[src/rtl/adc128s_pkg.sv]
// Shared constants and types for the adc128s_model SPI ADC bench model.
package adc128s_pkg;

   localparam int FRAME_BITS = 16;
   localparam int ADDR_MSB   = 13;
   localparam int ADDR_LSB   = 11;

   typedef logic [11:0] adc_val_t;

   typedef enum logic [2:0] {
      B1  = 3'd0,
      LP  = 3'd1,
      B3  = 3'd2,
      HP  = 3'd3,
      B2  = 3'd4,
      VOL = 3'd7
   } chan_role_e;

endpackage

[src/rtl/spi_slave_shift16.sv]
// 16-bit SPI slave datapath: input synchronizers, edge detection, bit counter,
// RX/TX shift registers and the frame-done pulse with its decoded address.
module spi_slave_shift16
   import adc128s_pkg::*;
(
   input  logic        clk,
   input  logic        rst,
   input  logic        ss_n_i,
   input  logic        sclk_i,
   input  logic        mosi_i,
   input  logic [15:0] load_word_i,
   output logic        miso_o,
   output logic        done_o,
   output logic [2:0]  addr_o
);

   localparam logic [4:0] CNT_FULL = 5'(FRAME_BITS);
   localparam logic [4:0] CNT_LAST = 5'(FRAME_BITS - 1);

   logic [1:0]  ss_sync_q, ss_sync_d;
   logic [1:0]  sclk_sync_q, sclk_sync_d;
   logic [1:0]  mosi_sync_q, mosi_sync_d;
   logic        ss_prev_q, ss_prev_d;
   logic        sclk_prev_q, sclk_prev_d;
   logic [4:0]  bit_cnt_q, bit_cnt_d;
   logic [15:0] rx_q, rx_d;
   logic [15:0] tx_q, tx_d;
   logic        miso_q, miso_d;

   logic ss_s, sclk_s, mosi_s;
   logic ss_fall_s, ss_rise_s, sclk_rise_s, sclk_fall_s, abort_s, done_s;
   logic rx_unused_s;

   assign ss_s   = ss_sync_q[1];
   assign sclk_s = sclk_sync_q[1];
   assign mosi_s = mosi_sync_q[1];

   // SCLK edges only count while the frame select is low
   assign ss_fall_s   = ss_prev_q & ~ss_s;
   assign ss_rise_s   = ~ss_prev_q & ss_s;
   assign sclk_rise_s = ~sclk_prev_q & sclk_s & ~ss_s;
   assign sclk_fall_s = sclk_prev_q & ~sclk_s & ~ss_s;
   assign abort_s     = ss_rise_s & (bit_cnt_q != CNT_FULL);
   assign done_s      = sclk_rise_s & (bit_cnt_q == CNT_LAST);
   assign rx_unused_s = rx_q[15];

   always_comb begin
      ss_sync_d   = {ss_sync_q[0], ss_n_i};
      sclk_sync_d = {sclk_sync_q[0], sclk_i};
      mosi_sync_d = {mosi_sync_q[0], mosi_i};
      ss_prev_d   = ss_s;
      sclk_prev_d = sclk_s;
      bit_cnt_d   = bit_cnt_q;
      rx_d        = rx_q;
      tx_d        = tx_q;
      if (ss_fall_s) begin
         bit_cnt_d = 5'd0;
         rx_d      = 16'h0000;
         tx_d      = load_word_i;
      end else if (abort_s) begin
         bit_cnt_d = 5'd0;
         rx_d      = 16'h0000;
      end else if (sclk_rise_s && (bit_cnt_q != CNT_FULL)) begin
         rx_d      = {rx_q[14:0], mosi_s};
         bit_cnt_d = bit_cnt_q + 5'd1;
      end else if (sclk_fall_s && (bit_cnt_q != 5'd0)) begin
         tx_d = {tx_q[14:0], 1'b0};
      end else begin
         tx_d = tx_q;
      end
      // MISO lags the TX register by one clk and is forced low outside a frame
      if (ss_s || ss_fall_s) begin
         miso_d = 1'b0;
      end else begin
         miso_d = tx_q[15];
      end
   end

   always_ff @(posedge clk) begin
      if (rst) begin
         ss_sync_q   <= 2'b11;
         sclk_sync_q <= 2'b11;
         mosi_sync_q <= 2'b11;
         ss_prev_q   <= 1'b1;
         sclk_prev_q <= 1'b1;
         bit_cnt_q   <= 5'd0;
         rx_q        <= 16'h0000;
         tx_q        <= 16'h0000;
         miso_q      <= 1'b0;
      end else begin
         ss_sync_q   <= ss_sync_d;
         sclk_sync_q <= sclk_sync_d;
         mosi_sync_q <= mosi_sync_d;
         ss_prev_q   <= ss_prev_d;
         sclk_prev_q <= sclk_prev_d;
         bit_cnt_q   <= bit_cnt_d;
         rx_q        <= rx_d;
         tx_q        <= tx_d;
         miso_q      <= miso_d;
      end
   end

   assign miso_o = miso_q;
   assign done_o = done_s;
   assign addr_o = rx_d[ADDR_MSB:ADDR_LSB];

endmodule

[config.mk]
export PLATFORM = sky130hd
export DESIGN_NAME = spi_slave_shift16
export DESIGN_NICKNAME = d
export VERILOG_FILES = /design/src/rtl/adc128s_pkg.sv /design/src/rtl/spi_slave_shift16.sv
export SDC_FILE = /design/constraint.sdc
export NUM_CORES = 1
export LEC_CHECK = 0
export CAP_MARGIN = 40
export CORE_ASPECT_RATIO = 0.6
export CORE_MARGIN = 5
export CORE_UTILIZATION = 55
export CTS_BUF_LIST = sky130_fd_sc_hd__clkbuf_2 sky130_fd_sc_hd__clkbuf_4 sky130_fd_sc_hd__clkbuf_8
export DETAILED_ROUTE_END_ITERATION = 10
export DONT_BUFFER_PORTS = 1
export GPL_TIMING_DRIVEN = 0
export PLACE_DENSITY = 0.7
export SLEW_MARGIN = 20
export SYNTH_ARGS = -nofsm -noshare
export SYNTH_HDL_FRONTEND = slang
export SYNTH_SLANG_ARGS = --single-unit
[constraint.sdc]
create_clock -name clk -period 4.9 [get_ports clk]
set_input_delay 0.98 -clock clk [delete_from_list [all_inputs] [get_ports clk]]
set_output_delay 0.98 -clock clk [all_outputs]
set_load 0.1 [all_outputs]
Word level (Yosys, flattened, before mapping)
Cells that the tools add are included.
Widths: inputs -> output; s select.
{ "word_totals": {"reg_bits": 44, "inputBits": 21} }
{ "op_classes": {"addsub": 1, "n_eq_ne": 4, "n_mux": 7, "bitwise_logic": 12, "reduce_logical": 8} }
{ "op_table": {"columns": ["cell", "n"], "rows": [
  ["$mux 16", 4],
  ["$mux 14", 3],
  ["$and 1x1->1", 8],
  ["$add 5x1->5 const B", 1],
  ["$eq 5x4->1 const B", 1],
  ["$ne 5x5->1 const B", 1],
  ["$reduce_bool 5->1", 1],
  ["$ne 2x2->1 const B", 2],
  ["$not 1->1", 4],
  ["$reduce_and 3->1", 1],
  ["$reduce_or 3->1", 1],
  ["$logic_and 1x1->1", 2],
  ["$reduce_bool 2->1", 1],
  ["$reduce_or 2->1", 1],
  ["$logic_or 1x1->1", 1]
]} }

Longest topological paths before layout
Gate-level depths: netlist of the first run.
{ "logic_depth": {"ltp_word": 8, "ltp_mapped": 7, "depth_no_buf": 5} }

Worst setup path after synthesis of the first run
No wires, ideal clock.
{ "synth_path": {"kind": "reg-to-output", "from": "register bit_cnt_q[0]", "to": "output addr_o[0]", "arrival_time_ns": 2.543, "required_ns": 3.920, "path_slack_ns": 1.377, "stages_incl_launch_ff": 7, "path_buffers": 1, "cell_sequence": "dfxtp_1 -> inv_1 -> ha_1 -> and4bb_1 -> buf_2 -> o21ai_0 -> a21oi_1"} }
{ "synth_via": {"elab_chain_cells": 5, "elab_cells_between_ends": 6} }
{ "synth_rtl": {"columns": ["item", "line", "text"], "rows": [
  ["start: declaration", "spi_slave_shift16.sv:25", "logic [4:0] bit_cnt_q, bit_cnt_d;"],
  ["start signal: assignment", "spi_slave_shift16.sv:96", "bit_cnt_q <= bit_cnt_d;"],
  ["$ne 5x5->1 (*)", "spi_slave_shift16.sv:43, spi_slave_shift16.sv:63", null],
  ["$logic_and 1x1->1", "spi_slave_shift16.sv:63", "end else if (sclk_rise_s && (bit_cnt_q != CNT_FULL)) begin"],
  ["$mux 14", "spi_slave_shift16.sv:63", null],
  ["$mux 14 (*)", "spi_slave_shift16.sv:60", "end else if (abort_s) begin"],
  ["$mux 14 (*)", "spi_slave_shift16.sv:56", "if (ss_fall_s) begin"],
  ["end: declaration", "spi_slave_shift16.sv:14", "output logic [2:0] addr_o"]
]} }
Every way passes the cells marked *; elsewhere a longest branch is shown, timed or not.

Worst setup path in the final report of the first run
{ "layout_path": {"from": "register bit_cnt_q[0]", "to": "output addr_o[2]"} }
The elaborated chain is that of the path after synthesis.

==> results of run 1 <==
## state kept, by name, summed over array words and instances (netlist names)
name,count
sclk_prev_q,1
ss_sync_q,2
tx_q,16
mosi_sync_q,2
bit_cnt_q,5
miso_o,1
ss_prev_q,1
sclk_sync_q,2
rx_q,14
## Yosys cell counts (2+ instances only)
cell,instances,area (um^2)
a21oi_1,22,110
or2_2,8,50.1
dfxtp_1,44,881
o21ai_0,18,90.1
mux2i_1,15,150
a221oi_1,14,123
nor3b_1,2,15.0
nor2_1,15,56.3
nand2b_1,2,12.5
or3b_1,2,17.5
clkbuf_1,6,22.5
nand3_1,17,85.1
buf_6,2,22.5
inv_1,5,18.8
ha_1,3,37.5
buf_2,7,35.0
a211oi_1,2,15.0
## through the flow
stage                     util, %  power [mW]
after CTS                    65.6       0.704
after detailed placement     61.9       0.419
after global routing         65.6       0.726
after floorplan                 -       0.410
after global placement       59.3       0.417
final                        65.6       0.699
## area by class of cell
type | instances | area, um^2 | share of cell area [%]
timing repair buffer | 5 | 75.1 | 3.49
clock inverter | 2 | 38.8 | 1.80
sequential | 44 | 881 | 40.9
multi-input combinational | 137 | 913 | 42.4
inverter | 5 | 18.8 | 0.872
clock buffer | 6 | 82.6 | 3.83
tap | 45 | 56.3 | 2.61
buffer | 16 | 87.6 | 4.07
## power by group through the flow
stage,sequential [mW],combinational [mW],clock (mW)
after floorplan,0.379,0.0314,0
after global placement,0.380,0.0368,0
after detailed placement,0.380,0.0388,0
after CTS,0.372,0.0390,0.293
after global routing,0.373,0.0429,0.310
final,0.372,0.0393,0.288
## layer usage
metal	up-vias	GRT usage, %	share of wire, %
li1	766	-	-
met3	6	5.50	7.3
met1	733	25.0	49
met4	0	5.64	0.60
met2	55	26.1	43
met5	-	0	0
## worst max-delay path: cells and delay by family, from the launching register on
| kind | cells | cell delay [ps] |
|---|---|---|
| AO/OA/AOI/OAI | 2 | 600 |
| buffers and inverters | 3 | 460 |
| flip-flops | 1 | 390 |
| adder cells (fa/ha/maj) | 1 | 230 |
| AND/OR/NAND/NOR | 1 | 220 |
## kinds of logic after synthesis
kind of cell,Yosys count
AOI/OAI and AO/OA,61
and+or+nand+nor,58
DFF,44
buffers and inverters,21
muxes,15
adders and majority gates,3
## worst min path at each step
| stage | startpoint | cells past startpoint | end |
|---|---|---|---|
| 6_report | mosi_sync_q[0]$_SDFF_PP1_ | 1 | mosi_sync_q[1]$_SDFF_PP1_ |
| 5_1_grt | mosi_sync_q[0]$_SDFF_PP1_ | 1 | mosi_sync_q[1]$_SDFF_PP1_ |
| 4_1_cts | mosi_sync_q[0]$_SDFF_PP1_ | 1 | mosi_sync_q[1]$_SDFF_PP1_ |
| 3_5_place_dp | ss_sync_q[0]$_SDFF_PP1_ | 1 | ss_sync_q[1]$_SDFF_PP1_ |
| 3_3_place_gp | ss_sync_q[0]$_SDFF_PP1_ | 1 | ss_sync_q[1]$_SDFF_PP1_ |
| 2_1_floorplan | mosi_sync_q[0]$_SDFF_PP1_ | 1 | mosi_sync_q[1]$_SDFF_PP1_ |
## placed cells by master (no fill, tap or decap), drive strengths merged, types with 2 or more instances in the layout
master	instances
dfxtp	44
a21oi	22
o21ai	19
nand3	17
mux2i	15
nor2	15
buf	15
a221oi	14
clkbuf	12
or2	8
inv	5
ha	3
nor3b	3
or3b	2
nand2b	2
a211oi	2
o211ai	2
nand2	2
==> flow_summary.yaml, run 1 <==
synth:
  synth_mux_area_share_pct: 7.95
  synthAdderAreaFrac_pct: 1.99
  syn_nets: 226
  synth_warnings: 0
  ys_seq_area_share_pct: 46.6
  avgSynthCellArea_um2: 9.35
  yosysUniqueCellTypes: 35
  synth_ff_type: "dfxtp_1"
  synth_xor_area_share_pct: 0
  async_flop_share_pct: 0
  synth_top_family_by_area: "compound AO/OA/AOI/OAI gates"
  synth_edf_count: 0
  synthSimpleGateAreaFrac_pct: 17.7
  synth_cells: 202
  ys_ff_latch: 44
  synth_compound_area_share_pct: 20.1
  synth.cell_area_um2: 1890
clocking:
  cts_resized: 0
  clk_latency_ps: 290
  postCtsHoldBufs: 0
  clkSinkCount: 44
  cts_buffers: 5
  clockBufferDepth: 2
  cts_tree: "yes"
  cts_root_buf: "clkbuf_8"
  htreeDepth: 2
  clkTransAtPathRegs_ps: 80
  cts_setup_buffers: 0
pwr:
  powerDensity_nw_per_um2: 325
  swShare_pct: 21.3
  ir_worst_vdd_mv: 0.243
  pwr-share-comb_pct: 5.6
  internal_power_mw: 0.551
  clkPwrFrac_pct: 41.2
  leakagePower_nw: 0.721
  p_switching_mw: 0.149
  seqPwrFrac_pct: 53.2
floorplanning:
  die_h_um: 55.4
  std_cell_rows: 16
  initial_core_util_pct: 57.5
  dieArea_um2: 4750
  die_x_um: 85.7
  io_pins: 26
  coreArea_um2: 3280
worst_setup_path:
  critical_path_required_ps: 3920
  critical_path_class: "register to output port"
  cp_cell_sequence: "inv_1, ha_1, and4bb_1, buf_2, o21ai_0, a21oi_2, buf_8"
  arrival_ps: 2190
  r2r-start: "bit_cnt_q[0]$_SDFFE_PP0P_"
  max_stage_delay_ps: 510
  crit_end: "addr_o[2]"
  setup.worst_path.end_class: "output port"
  worst_path_max_delay_cell: "o21ai_0"
  path_max_fanout: 10
  startpoint: "bit_cnt_q[0]$_SDFFE_PP0P_"
  rr_worst_depth: 7
  r2r-end: "rx_q[9]$_SDFFE_PP0P_"
  start_kind: "register"
  r2r_setup_slack_ps: 2910
finish:
  syn_to_final_growth_pct: 14.0
  diodes: 0
  fin_cells: 260
  fin_area_um2: 2150
  drive_gt1_share_pct: 18.1
  fillers: 276
  nets: 238
global_route:
  grt_overflow: 0
  grt_max_degree: 15
  grt_antenna_before_repair: 0
  grt_usage_pct: 17.9
  grt_pass1_wl_um: 6820
  grt_pass1_vias: 1448
sta:
  final.setup_skew_ps: 4.71
  fmax_mhz: 315
  layout_setup_ws_ps: 1730
  maxSlewViolCount: 0
  fin_crit_ps: 3170
  fin_crit_sh_pct: 64.8
  setup_tns_ps: 0
  slew_headroom_pct: 55.4
  rsz0062_at_grt: "no"
  worst_slew_pin_slew_ps: 667
  timing.hold.ws_ps: 426
  setup_viol: 0
  hold_violations: 0
place:
  place.gp.congestion: 0.780
  io_buffers: 0
  post_dp_cell_area_um2: 2030
  placed_cells: 252
  hpwlAfterDp_um: 3040
  dp_slack_ps: 2060
run_status:
  status: "completed"
drt:
  firstDrtPassIters: 4
  dr.first_iter.drc_count: 112
  via_count: 1560
  antenna_left: 0
  via_per_inst: 6.00
  wl_per_cell_um: 15.9
  wirelength_um: 4150
  drc_errors: 0
flow_run:
  drv_cap: 0
worst_hold_path:
  hp-class: "register to register"
(Power assumes the default switching activity.)
==> run 2: changes to the inputs <==
==> constraint.sdc (replaced) <==
create_clock -name clk -period 3.3 [get_ports clk]
set_input_delay 0.66 -clock clk [delete_from_list [all_inputs] [get_ports clk]]
set_output_delay 0.66 -clock clk [all_outputs]
set_load 0.1 [all_outputs]
==> results of run 2 <==
Same layout as run 1 (identical final DEF). Status: completed.
Main changes from that run: setup slack after placement 2060 ps -> 782 ps; setup slack after layout 1730 ps -> 446 ps; register-to-register setup slack 2910 ps -> 1310 ps; total power 0.699 mW -> 1.04 mW; worst IR drop on VDD 0.243 mV -> 0.360 mV
==> run 3: changes to the inputs <==
--- a/config.mk
+++ b/config.mk
@@ -6,14 +6,14 @@
 export NUM_CORES = 1
 export LEC_CHECK = 0
 export CAP_MARGIN = 40
-export CORE_ASPECT_RATIO = 0.6
+export CORE_ASPECT_RATIO = 1.75
 export CORE_MARGIN = 5
 export CORE_UTILIZATION = 55
 export CTS_BUF_LIST = sky130_fd_sc_hd__clkbuf_2 sky130_fd_sc_hd__clkbuf_4 sky130_fd_sc_hd__clkbuf_8
 export DETAILED_ROUTE_END_ITERATION = 10
 export DONT_BUFFER_PORTS = 1
 export GPL_TIMING_DRIVEN = 0
-export PLACE_DENSITY = 0.7
+export PLACE_DENSITY = 0.72
 export SLEW_MARGIN = 20
 export SYNTH_ARGS = -nofsm -noshare
 export SYNTH_HDL_FRONTEND = slang
==> run 3 against run 2 <==
- routed wire length shrank 1.2%
- hold slack got worse by 13 ps
- clock skew rose by 4.5 ps
- count of clock-buffer cells in the layout unchanged
- worst setup slack got worse by 32 ps
- fmax shrank 1.1%
- cell area shrank 0.46%
- combinational power barely moved
- critical path type unchanged
==> flow_summary.yaml, run 3 (synthesis gave the netlist of run 1 again) <==
run_status:
  status: "completed"
drt:
  wirelength_um: 4090
  antenna_left: 0
  drc_errors: 0
  dr.first_iter.drc_count: 28
  firstDrtPassIters: 4
  via_per_inst: 5.88
  wl_per_cell_um: 15.8
  via_count: 1524
sta:
  maxSlewViolCount: 0
  setup_tns_ps: 0
  fmax_mhz: 346
  setup_viol: 0
  hold_violations: 0
  fin_crit_sh_pct: 87.5
  slew_headroom_pct: 53.0
  final.setup_skew_ps: 9.25
  timing.hold.ws_ps: 413
  worst_slew_pin_slew_ps: 703
  fin_crit_ps: 2890
  rsz0062_at_grt: "no"
finish:
  layout_common_cells: "dfxtp_1 (44), a21oi_1 (19), o21ai_0 (18)"
  top_regs: "tx_q x16, rx_q x14, bit_cnt_q x5"
  syn_to_final_growth_pct: 13.4
  drive_gt1_share_pct: 17.8
  nets: 237
  diodes: 0
  fin_area_um2: 2140
  final_common_cell: "dfxtp_1"
  utilization_pct: 63.7
  largest_reg_flops: 16
  largest_register: "tx_q"
  fin_cells: 259
place:
  hpwlAfterDp_um: 3100
  io_buffers: 0
  placed_cells: 250
  post_dp_cell_area_um2: 2020
  place.gp.congestion: 0.778
floorplanning:
  io_pins: 26
  die_x_um: 54.3
  dieArea_um2: 4750
  initial_core_util_pct: 56.2
  die_h_um: 87.5
  coreArea_um2: 3360
  std_cell_rows: 28
worst_hold_path:
  worst_hold_path.num_cells: 1
  hp-class: "register to register"
global_route:
  grt_pass1_vias: 1571
  grt_usage_pct: 19.5
  grt_overflow: 0
  grt_antenna_before_repair: 0
  grt_pass1_wl_um: 6800
  top_usage_layer: "met2"
  met3_usage_pct: 5.28
  grt_max_degree: 15
  grt_use_met1_pct: 18.4
  use_met2_pct: 36.9
clocking:
  clockBufferDepth: 2
  postCtsHoldBufs: 0
  cts_buffers: 5
  cts_resized: 0
  clkSinkCount: 44
  clk_latency_ps: 300
  cts_tree: "yes"
  cts_root_buf: "clkbuf_8"
  cts_setup_buffers: 0
  clkTransAtPathRegs_ps: 80
  htreeDepth: 2
worst_setup_path:
  start_kind: "register"
  rr_worst_depth: 7
  setup.worst_path.end_class: "output port"
  path_max_fanout: 8
  critical_path_required_ps: 2640
  arrival_ps: 2230
  critical_path_class: "register to output port"
flow_run:
  drv_cap: 0
pwr:
  leakagePower_nw: 0.713
  ir_worst_vdd_mv: 0.427
  powerDensity_nw_per_um2: 487
run 3: changes by cell type in the layout (fill, tap and decap cells not counted):
cell     change
a21oi_2      -2
a21oi_4      +2
buf_2        +1
buf_8        -2
run 3: per-layer routing:
layer | part of all wire (%) | vias up
met2 | 57 | 17
met1 | 38 | 736
met4 | 1.6 | 0
met3 | 3.3 | 8
met5 | 0 | -
li1 | - | 763
run 3: layout make-up:
class	instances	area [um^2]
clock inverter	2	38.8
tap	45	56.3
clock buffer	6	82.6
timing repair buffer	4	50.0
fill	301	1220
multi-input combinational	137	928
inverter	5	18.8
sequential	44	881
buffer	16	87.6
run 3: critical path: stages (launching register included):
cell and delay [ps]:
dfxtp_1 380, inv_1 80, ha_1 230, nand4bb_1 100
clkbuf_1 300, nand3_1 210, a21oi_4 630
run 3: worst paths after layout:
path                                           startpoint                   endpoint  slack, ps
worst max-delay path            bit_cnt_q[0]$_SDFFE_PP0P_                  addr_o[1]        410
worst min-delay path            sclk_sync_q[0]$_SDFF_PP1_  sclk_sync_q[1]$_SDFF_PP1_        410
worst max register to register  bit_cnt_q[0]$_SDFFE_PP0P_        rx_q[12]$_SDFF_PP0_       1340
worst min register to register  sclk_sync_q[0]$_SDFF_PP1_  sclk_sync_q[1]$_SDFF_PP1_        410
run 3: metrics by stage:
| step | total power [mW] | setup WS [ps] |
|---|---|---|
| 6_report | 1.04 | 414 |
| 3_3_place_gp | 0.618 | -77.9 |
| 5_1_grt | 1.09 | 260 |
| 2_1_floorplan | 0.609 | 97.3 |
| 3_5_place_dp | 0.624 | 623 |
| 4_1_cts | 1.05 | 284 |
run 3: power by group:
part / switching [mW] / total (mW) / internal, mW / leakage, nW
logic: 0.0329 / 0.0587 / 0.0259 / 0.294
clock network: 0.185 / 0.432 / 0.248 / 0.0614
registers: 0.00831 / 0.553 / 0.545 / 0.358
